==> config.mk <==
export PLATFORM = sky130hd
export DESIGN_NAME = semaforo_monitor
export DESIGN_NICKNAME = d
export VERILOG_FILES = /design/src/rtl/semaforo_monitor.sv
export SDC_FILE = /design/constraint.sdc
export NUM_CORES = 1
export LEC_CHECK = 0
export BUFFER_PORTS_ARGS = -buffer_cell sky130_fd_sc_hd__buf_2
export CORE_ASPECT_RATIO = 0.7
export CORE_MARGIN = 2
export CORE_UTILIZATION = 45
export CTS_BUF_LIST = sky130_fd_sc_hd__clkbuf_2
export CTS_CLUSTER_SIZE = 25
export DETAILED_ROUTE_END_ITERATION = 10
export PLACE_DENSITY = 0.67
export SLEW_MARGIN = 0
export SYNTH_ARGS = -nofsm -noshare
export SYNTH_HDL_FRONTEND = slang
export SYNTH_SLANG_ARGS = --single-unit
==> constraint.sdc <==
create_clock -name clk -period 6.74 [get_ports clk]
set_input_delay 0.674 -clock clk [delete_from_list [all_inputs] [get_ports clk]]
set_output_delay 0.674 -clock clk [all_outputs]
set_load 0.005 [all_outputs]
==> src/rtl/semaforo_monitor.sv <==
// Passive checker for the two-way traffic-light controller outputs.
// Flags encoding, conflict, sequence, dwell-time and button-causality violations.
module semaforo_monitor #(
    parameter logic [7:0] T_VERDE    = 8'd1,
    parameter logic [7:0] T_AMARELO  = 8'd3,
    parameter logic [7:0] T_VERMELHO = 8'd2
) (
    input  logic       clk,
    input  logic       rst,
    input  logic       bt,
    input  logic [2:0] A,
    input  logic [2:0] B,
    output logic       err,
    output logic [2:0] err_code,
    output logic [7:0] err_cnt,
    output logic [7:0] dwell_a,
    output logic       cycle_done
);

    localparam int unsigned LW = 3;
    localparam int unsigned CW = 8;

    localparam logic [LW-1:0] VERDE    = 3'b100;
    localparam logic [LW-1:0] AMARELO  = 3'b010;
    localparam logic [LW-1:0] VERMELHO = 3'b001;

    localparam logic [2:0] C_ONEHOT   = 3'd1;
    localparam logic [2:0] C_CONFLICT = 3'd2;
    localparam logic [2:0] C_SEQ      = 3'd3;
    localparam logic [2:0] C_TIME     = 3'd4;
    localparam logic [2:0] C_NOREQ    = 3'd5;

    localparam logic [CW-1:0] SAT = 8'hFF;

    logic [LW-1:0] prev_a_q, prev_a_d;
    logic [LW-1:0] prev_b_q, prev_b_d;
    logic          valid_q, valid_d;
    logic          synced_q, synced_d;
    logic          bt_pend_q, bt_pend_d;
    logic [CW-1:0] dwell_q, dwell_d;
    logic          err_q, err_d;
    logic [2:0]    err_code_q, err_code_d;
    logic [CW-1:0] err_cnt_q, err_cnt_d;
    logic          cycle_done_q, cycle_done_d;

    logic legal_a, legal_b, chg_a, chg_b, go_amarelo;
    logic v_onehot, v_conflict, v_seq, v_time, v_noreq, v_any;
    logic [2:0] first_code;

    function automatic logic is_legal(input logic [LW-1:0] c);
        return (c == VERDE) || (c == AMARELO) || (c == VERMELHO);
    endfunction

    function automatic logic step_ok(input logic [LW-1:0] p, input logic [LW-1:0] n);
        return ((p == VERDE) && (n == AMARELO)) ||
               ((p == AMARELO) && (n == VERMELHO)) ||
               ((p == VERMELHO) && (n == VERDE));
    endfunction

    // Violation detection against the previous registered sample
    always_comb begin
        legal_a    = is_legal(A);
        legal_b    = is_legal(B);
        chg_a      = valid_q && (A != prev_a_q);
        chg_b      = valid_q && (B != prev_b_q);
        go_amarelo = valid_q && (prev_a_q == VERDE) && (A == AMARELO);

        v_onehot   = !legal_a || !legal_b;
        v_conflict = (A != VERMELHO) && (B != VERMELHO);
        v_seq      = (legal_a && chg_a && !step_ok(prev_a_q, A)) ||
                     (legal_b && chg_b && !step_ok(prev_b_q, B));
        // The segment in progress at reset has unknown age, so timing waits for sync
        v_time     = legal_a && chg_a && synced_q &&
                     (((prev_a_q == AMARELO)  && (dwell_q != T_AMARELO))  ||
                      ((prev_a_q == VERMELHO) && (dwell_q != T_VERMELHO)) ||
                      ((prev_a_q == VERDE)    && (dwell_q <  T_VERDE)));
        v_noreq    = go_amarelo && !bt_pend_q && !bt;
        v_any      = v_onehot || v_conflict || v_seq || v_time || v_noreq;

        first_code = 3'd0;
        if (v_onehot)        first_code = C_ONEHOT;
        else if (v_conflict) first_code = C_CONFLICT;
        else if (v_seq)      first_code = C_SEQ;
        else if (v_time)     first_code = C_TIME;
        else if (v_noreq)    first_code = C_NOREQ;
    end

    // Next-state values for tracking state and reported outputs
    always_comb begin
        prev_a_d     = A;
        prev_b_d     = B;
        valid_d      = 1'b1;
        synced_d     = synced_q || chg_a;
        bt_pend_d    = go_amarelo ? 1'b0 : (bt_pend_q || bt);
        dwell_d      = (!valid_q || chg_a) ? 8'd1
                     : ((dwell_q == SAT) ? dwell_q : dwell_q + 8'd1);
        err_d        = err_q || v_any;
        err_code_d   = (v_any && (err_code_q == 3'd0)) ? first_code : err_code_q;
        err_cnt_d    = (v_any && (err_cnt_q != SAT)) ? err_cnt_q + 8'd1 : err_cnt_q;
        cycle_done_d = valid_q && (prev_a_q == VERMELHO) && (A == VERDE);
    end

    always_ff @(posedge clk or negedge rst) begin
        if (!rst) begin
            prev_a_q     <= '0;
            prev_b_q     <= '0;
            valid_q      <= 1'b0;
            synced_q     <= 1'b0;
            bt_pend_q    <= 1'b0;
            dwell_q      <= '0;
            err_q        <= 1'b0;
            err_code_q   <= '0;
            err_cnt_q    <= '0;
            cycle_done_q <= 1'b0;
        end else begin
            prev_a_q     <= prev_a_d;
            prev_b_q     <= prev_b_d;
            valid_q      <= valid_d;
            synced_q     <= synced_d;
            bt_pend_q    <= bt_pend_d;
            dwell_q      <= dwell_d;
            err_q        <= err_d;
            err_code_q   <= err_code_d;
            err_cnt_q    <= err_cnt_d;
            cycle_done_q <= cycle_done_d;
        end
    end

    assign err        = err_q;
    assign err_code   = err_code_q;
    assign err_cnt    = err_cnt_q;
    assign dwell_a    = dwell_q;
    assign cycle_done = cycle_done_q;

endmodule

==> results.ini, run 1 <==
[global_routing]
grt_pass1_wl_mm=5.01
grt_pass1_vias=1103
overflow=0
grt_usage_pct=17.0
grt_antenna_before_repair=0
grt_max_degree=31

[die]
die_y_um=54.2
start_util_pct=46.4
ios=30
coreArea_sq_um=3490
rows=18
dieArea_sq_um=4100
die_w_um=75.7

[worst_setup_path]
crit_type=reg -> reg
path_max_fanout=9
critPathMaxStageDelay_ns=0.56
cp_cell_sequence=or4_4 -> nor3_4 -> mux2_1 -> o41ai_2 -> and3b_1 -> nor2_1 -> mux2_1
cp.arrival_ns=3.23
cpMostUsedCell=mux2_1
critPathBufInv=0
worst_setup_path_end_kind=register
timing.critical_path.required_ns=7.00
slowest_stage=or4_4
crit_family=simple AND/OR/NAND/NOR gates
cp-start-kind=register

[cells_and_area]
final_cell_area_sq_um=1840
layout-drive-gt1-share_pct=20.5
nets=207
area_delta_synth_final_pct=13.4
diodes=0
finish.utilization_pct=52.7

[clock_network]
clkTransAtPathRegs_ns=0.14
cts.sinks=30
cts_tree=built
cts_root_buf=clkbuf_2
cts_max_level=2
post-cts-setup-buffer-count=0
cts_buffers=5
clock_latency_ns=0.36
cts-resized-gates=0
cts_max_path_buffers=2
holdBufCountCts=0

[logic_synthesis]
seq_area_frac_synth_pct=46.3
synth_xor_area_share_pct=6.49
synth-simple-area-share_pct=26.9
synth_top_cell_by_area=dfrtp_1
syn-num-nets=176
synth_common_cells=dfrtp_1 (30), nor2_1 (16), nor3_1 (13)
synthCells=163
yosys_register_bits=30
yosysMostFrequentCell=dfrtp_1
synth_edf_count=0
syn-cell-area_sq_um=1620
synth-adder-area-share_pct=3.09
synth_compound_area_share_pct=11.6
synth_top_family_by_area=simple AND/OR/NAND/NOR gates
netlist.area_leader.share_pct=46.3
syn_area_per_cell_sq_um=9.94
ys_warn_count=0
synth.distinct_cells=45
synthMuxAreaShare_pct=2.08
ys.flop_type=dfrtp_1
synth_area_leaders=dfrtp_1 (46%), xor2_1 (5.4%), nor3_1 (4.0%), nor2_1 (3.7%), ha_1 (3.1%)
async_flop_share_pct=100

[timing]
min_period_ns=2.97
fin_skew_ns=0.00879
setup_violations=0
drv_slew=0
slew_headroom_pct=57.1
finalCritPeriodShare_pct=44.1
finalSetupTns_ns=0
rsz0062_at_grt=no
worstMarginPinSlew_ns=0.644
setup_ws_ns=3.77
hold_viol=0
fmax_mhz=337

[pwr]
power_leakage_nw=0.833
power_mw=0.436
power.density_nw_per_um2=237
peakVddDrop_mv=0.0951

[placed_design]
dpl_cell_area_sq_um=1800
dp_hpwl_mm=2.28
io_buffers=29
gp_congestion=0.856
pre_cts_slack_ns=3.78

[routing]
antenna_left=0
wl_per_cell_um=12.6
drt_wl_total_mm=3.08
drtPass1Iterations=4
dr_total_vias=1266
drtIter0Drc=42
drt-vias-per-instance=5.17
drc_errors=0

[flow_run]
drv_cap=0

[worst_hold_path]
hold_path.class=in -> async

[run_status]
status=complete, no violations

## power breakdown
part,total [mW],switching [mW],internal [mW]
sequential,0.241,0.0322,0.208
clock,0.0802,0.0581,0.0221
combinational,0.115,0.0590,0.0558
total,0.436,0.149,0.286
## layout make-up
class,count,area [sq um]
fillers,327,1650
multi-input cells,121,817
flip-flops and latches,30,751
repair buffers,29,145
well taps,50,62.6
inverters,7,26.3
clock buffers,5,25.0
clock inverters,3,11.3
## per-layer routing
metal	global-route usage (%)	vias up	wire, um
met3	5.06	7	185
met4	8.77	0	47
met5	0	-	0
met2	23.8	38	1290
li1	-	648	-
met1	23.6	573	1560
## per-stage QoR
| stage | hold slack, ns | std cells |
|---|---|---|
| 2_1_floorplan | 0.378 | 163 |
| 3_3_place_gp | 0.463 | 237 |
| 3_5_place_dp | 0.482 | 237 |
| 4_1_cts | 0.327 | 245 |
| 5_1_grt | 0.341 | 245 |
| 6_report | 0.312 | 245 |
## placed cells by master, fill, tap and decap left out, types with 3 or more instances in the layout
| master | Yosys | layout |
|---|---|---|
| nor3_1 | 13 | 13 |
| nand2b_1 | 3 | 3 |
| nand3_1 | 7 | 7 |
| nor2_1 | 16 | 16 |
| nor3b_1 | 5 | 5 |
| clkbuf_2 | 0 | 5 |
| xor2_1 | 10 | 10 |
| o22ai_1 | 3 | 3 |
| o21ai_0 | 3 | 3 |
| inv_1 | 7 | 7 |
| mux2_1 | 3 | 3 |
| dfrtp_1 | 30 | 30 |
| clkinv_1 | 0 | 3 |
| a21oi_1 | 8 | 8 |
| and3_1 | 4 | 4 |
| buf_2 | 0 | 29 |
| ha_1 | 4 | 4 |
| nand2_1 | 11 | 11 |
## path summary, 6_finish.rpt
kind	from	end	slack [ns]	depth (start not counted)
worst max-delay path	dwell_a[2]	err_cnt[1]	3.77	7
min in group clk	B[2]	prev_b_q[2]	0.47	1
worst max register to register	dwell_a[2]	err_cnt[1]	3.77	7
worst min register to register	err	err	0.50	1
max in group asynchronous	rst	dwell_a[2]	6.00	1
worst min-delay path	rst	err	0.31	1
## sequential cells by signal, indices dropped and copies added (netlist names)
| signal | cells |
|---|---|
| err_code | 3 |
| bt_pend_q | 1 |
| synced_q | 1 |
| dwell_a | 8 |
| prev_a_q | 3 |
| valid_q | 1 |
| cycle_done | 1 |
| prev_b_q | 3 |
| err | 1 |
| err_cnt | 8 |
## worst register-to-register path, stage by stage (launching register included)
cell and delay [ns]:
dfrtp_1 0.46, or4_4 0.56, nor3_4 0.15, mux2_1 0.35
o41ai_2 0.44, and3b_1 0.45, nor2_1 0.15, mux2_1 0.32
## cells by family (layout without fill, tap and decap cells)
family          Yosys count  after routing
buf+inv                  12             44
simple gates             74             74
other cells               1              1
mux                       3              3
compound gates           27             27
fa+ha+maj                 4              4
flops                    30             30
xor+xnor                 12             12
Note: power is estimated with default switching activity, not from simulation.
==> inputs of run 2 (changes only) <==
--- a/config.mk
+++ b/config.mk
@@ -12,7 +12,7 @@
 export CTS_BUF_LIST = sky130_fd_sc_hd__clkbuf_2
 export CTS_CLUSTER_SIZE = 25
 export DETAILED_ROUTE_END_ITERATION = 10
-export PLACE_DENSITY = 0.67
+export PLACE_DENSITY = 0.69
 export SLEW_MARGIN = 0
 export SYNTH_ARGS = -nofsm -noshare
 export SYNTH_HDL_FRONTEND = slang
==> constraint.sdc (replaced) <==
create_clock -name clk -period 2.6 [get_ports clk]
set_input_delay 0.26 -clock clk [delete_from_list [all_inputs] [get_ports clk]]
set_output_delay 0.26 -clock clk [all_outputs]
set_load 0.005 [all_outputs]
==> results.ini, run 2 (synthesis gave the netlist of run 1 again) <==
[worst_setup_path]
cp-start-kind=register
slowest_stage=or4_4
timing.critical_path.required_ns=2.87  ; -4.13 ns
path_max_fanout=6  ; -3
crit_family=simple AND/OR/NAND/NOR gates
critPathMaxStageDelay_ns=0.51  ; -0.05 ns
critPathBufInv=0  ; unchanged
crit_type=reg -> reg
cp_cell_sequence=or4_4 -> nor3_4 -> mux2_4 -> o41ai_2 -> and3b_2 -> nor2_1 -> mux2_1
worst_setup_path_end_kind=register
cp.arrival_ns=2.76  ; -0.47 ns

[die]
start_util_pct=46.4  ; unchanged
dieArea_sq_um=4100  ; unchanged
die_y_um=54.2  ; unchanged
die_w_um=75.7  ; unchanged
coreArea_sq_um=3490  ; unchanged
ios=30  ; unchanged
rows=18  ; unchanged

[cells_and_area]
nets=215  ; +3.9%
final_cell_mix=dfrtp_1 (30), buf_2 (29), nor2_1 (16)
mostFrequentLayoutCell=dfrtp_1
diodes=0  ; unchanged
final_cell_area_sq_um=1910  ; +3.8%
layout-drive-gt1-share_pct=25.1  ; +4.6 points
area_delta_synth_final_pct=17.8

[pwr]
power_leakage_nw=0.881  ; +5.8%
peakVddDrop_mv=0.285  ; +200%
power.density_nw_per_um2=604  ; +150%

[global_routing]
grt_pass1_vias=1187  ; +7.6%
grt_pass1_wl_mm=5.12  ; +2.2%
grt_max_degree=31  ; unchanged
grt_usage_pct=17.5  ; +0.55 points
overflow=0  ; unchanged
grt_antenna_before_repair=0  ; unchanged

[clock_network]
post-cts-setup-buffer-count=0  ; unchanged
cts_root_buf=clkbuf_2
cts_tree=built
cts_buffers=5  ; unchanged
clkTransAtPathRegs_ns=0.15  ; about the same
cts.sinks=30  ; unchanged
cts_max_path_buffers=2  ; unchanged
cts_max_level=2  ; unchanged
clock_latency_ns=0.37  ; about the same

[placed_design]
dp_hpwl_mm=2.45  ; +7.5%
dpl_cell_area_sq_um=1850  ; +2.9%
io_buffers=29  ; unchanged
gp_congestion=0.795  ; -7.1%

[timing]
finalSetupTns_ns=0  ; unchanged
fmax_mhz=402  ; +19%
worstMarginPinSlew_ns=0.657  ; +0.0133 ns
finalCritPeriodShare_pct=95.7  ; +52 points
rsz0062_at_grt=no
slew_headroom_pct=56.2  ; -0.88 points
drv_slew=0  ; unchanged
setup_violations=0  ; unchanged
hold_viol=0  ; unchanged
fin_skew_ns=0.0135  ; +0.00467 ns
min_period_ns=2.49  ; -0.484 ns

[worst_hold_path]
hold_path.class=in -> reg

[run_status]
status=complete, no violations

[routing]
wl_per_cell_um=12.8  ; +1.9%
drt_wl_total_mm=3.24  ; +5.2%
drtIter0Drc=54  ; +29%
drt-vias-per-instance=5.24  ; +1.4%
antenna_left=0  ; unchanged
dr_total_vias=1325  ; +4.7%
drc_errors=0  ; unchanged
drtPass1Iterations=4  ; unchanged

[flow_run]
drv_cap=0  ; unchanged

## run 2: per-layer routing
| layer | global-route usage [%] | up-vias | part of all wire (%) |
|---|---|---|---|
| li1 | - | 660 | - |
| met1 | 22.3 | 628 | 47 |
| met2 | 27.4 | 31 | 46 |
| met3 | 5.62 | 6 | 5.6 |
| met4 | 7.89 | 0 | 1.8 |
| met5 | 0 | - | 0 |
## run 2: where the power goes
| part | total [mW] | switching (mW) | internal (mW) |
|---|---|---|---|
| clock | 0.221 | 0.155 | 0.0659 |
| combinational | 0.311 | 0.161 | 0.150 |
| sequential | 0.620 | 0.0800 | 0.540 |
| total | 1.15 | 0.397 | 0.756 |
## run 2: timing repair
| action | in CTS | in global routing |
|---|---|---|
| endpoints found under the hold margin | 30 | 0 |
| resized for setup | 0 | 2 |
| hold buffers | 1 | 0 |
| endpoints found under the setup margin | 0 | 8 |
## run 2: path summary, 6_finish.rpt
path	startpoint	end	slack, ns	cells past startpoint
hold reg to reg	err	err	0.49	1
setup / recovery	dwell_a[6]	err_cnt[1]	0.11	7
hold / removal	B[1]	prev_b_q[1]	0.06	1
min in group asynchronous	rst	err	0.43	2
max in group asynchronous	rst	bt_pend_q	1.73	2
setup reg to reg	dwell_a[6]	err_cnt[1]	0.11	7
## run 2: final cells by class
| class | instances | area [sq um] |
|---|---|---|
| clock buffers | 6 | 30.0 |
| clock inverters | 2 | 8.76 |
| fillers | 333 | 1580 |
| inverters | 7 | 26.3 |
| multi-input cells | 121 | 822 |
| flip-flops and latches | 30 | 751 |
| well taps | 50 | 62.6 |
| repair buffers | 37 | 208 |
## run 2: through the flow
stage / utilization (%) / std cells / power [mW] / worst slack [ns] / hold WS, ns
floorplan: - / 163 / 0.814 / 0.0685 / -0.0356
global placement: 53.1 / 244 / 0.927 / 0.115 / 0.321
detailed placement: 53.1 / 244 / 0.944 / 0.0536 / 0.332
CTS: 54.5 / 253 / 1.17 / 0.0435 / 0.0162
global route: 54.7 / 253 / 1.24 / 0.000489 / 0.0194
finish: 54.7 / 253 / 1.15 / 0.113 / 0.0565
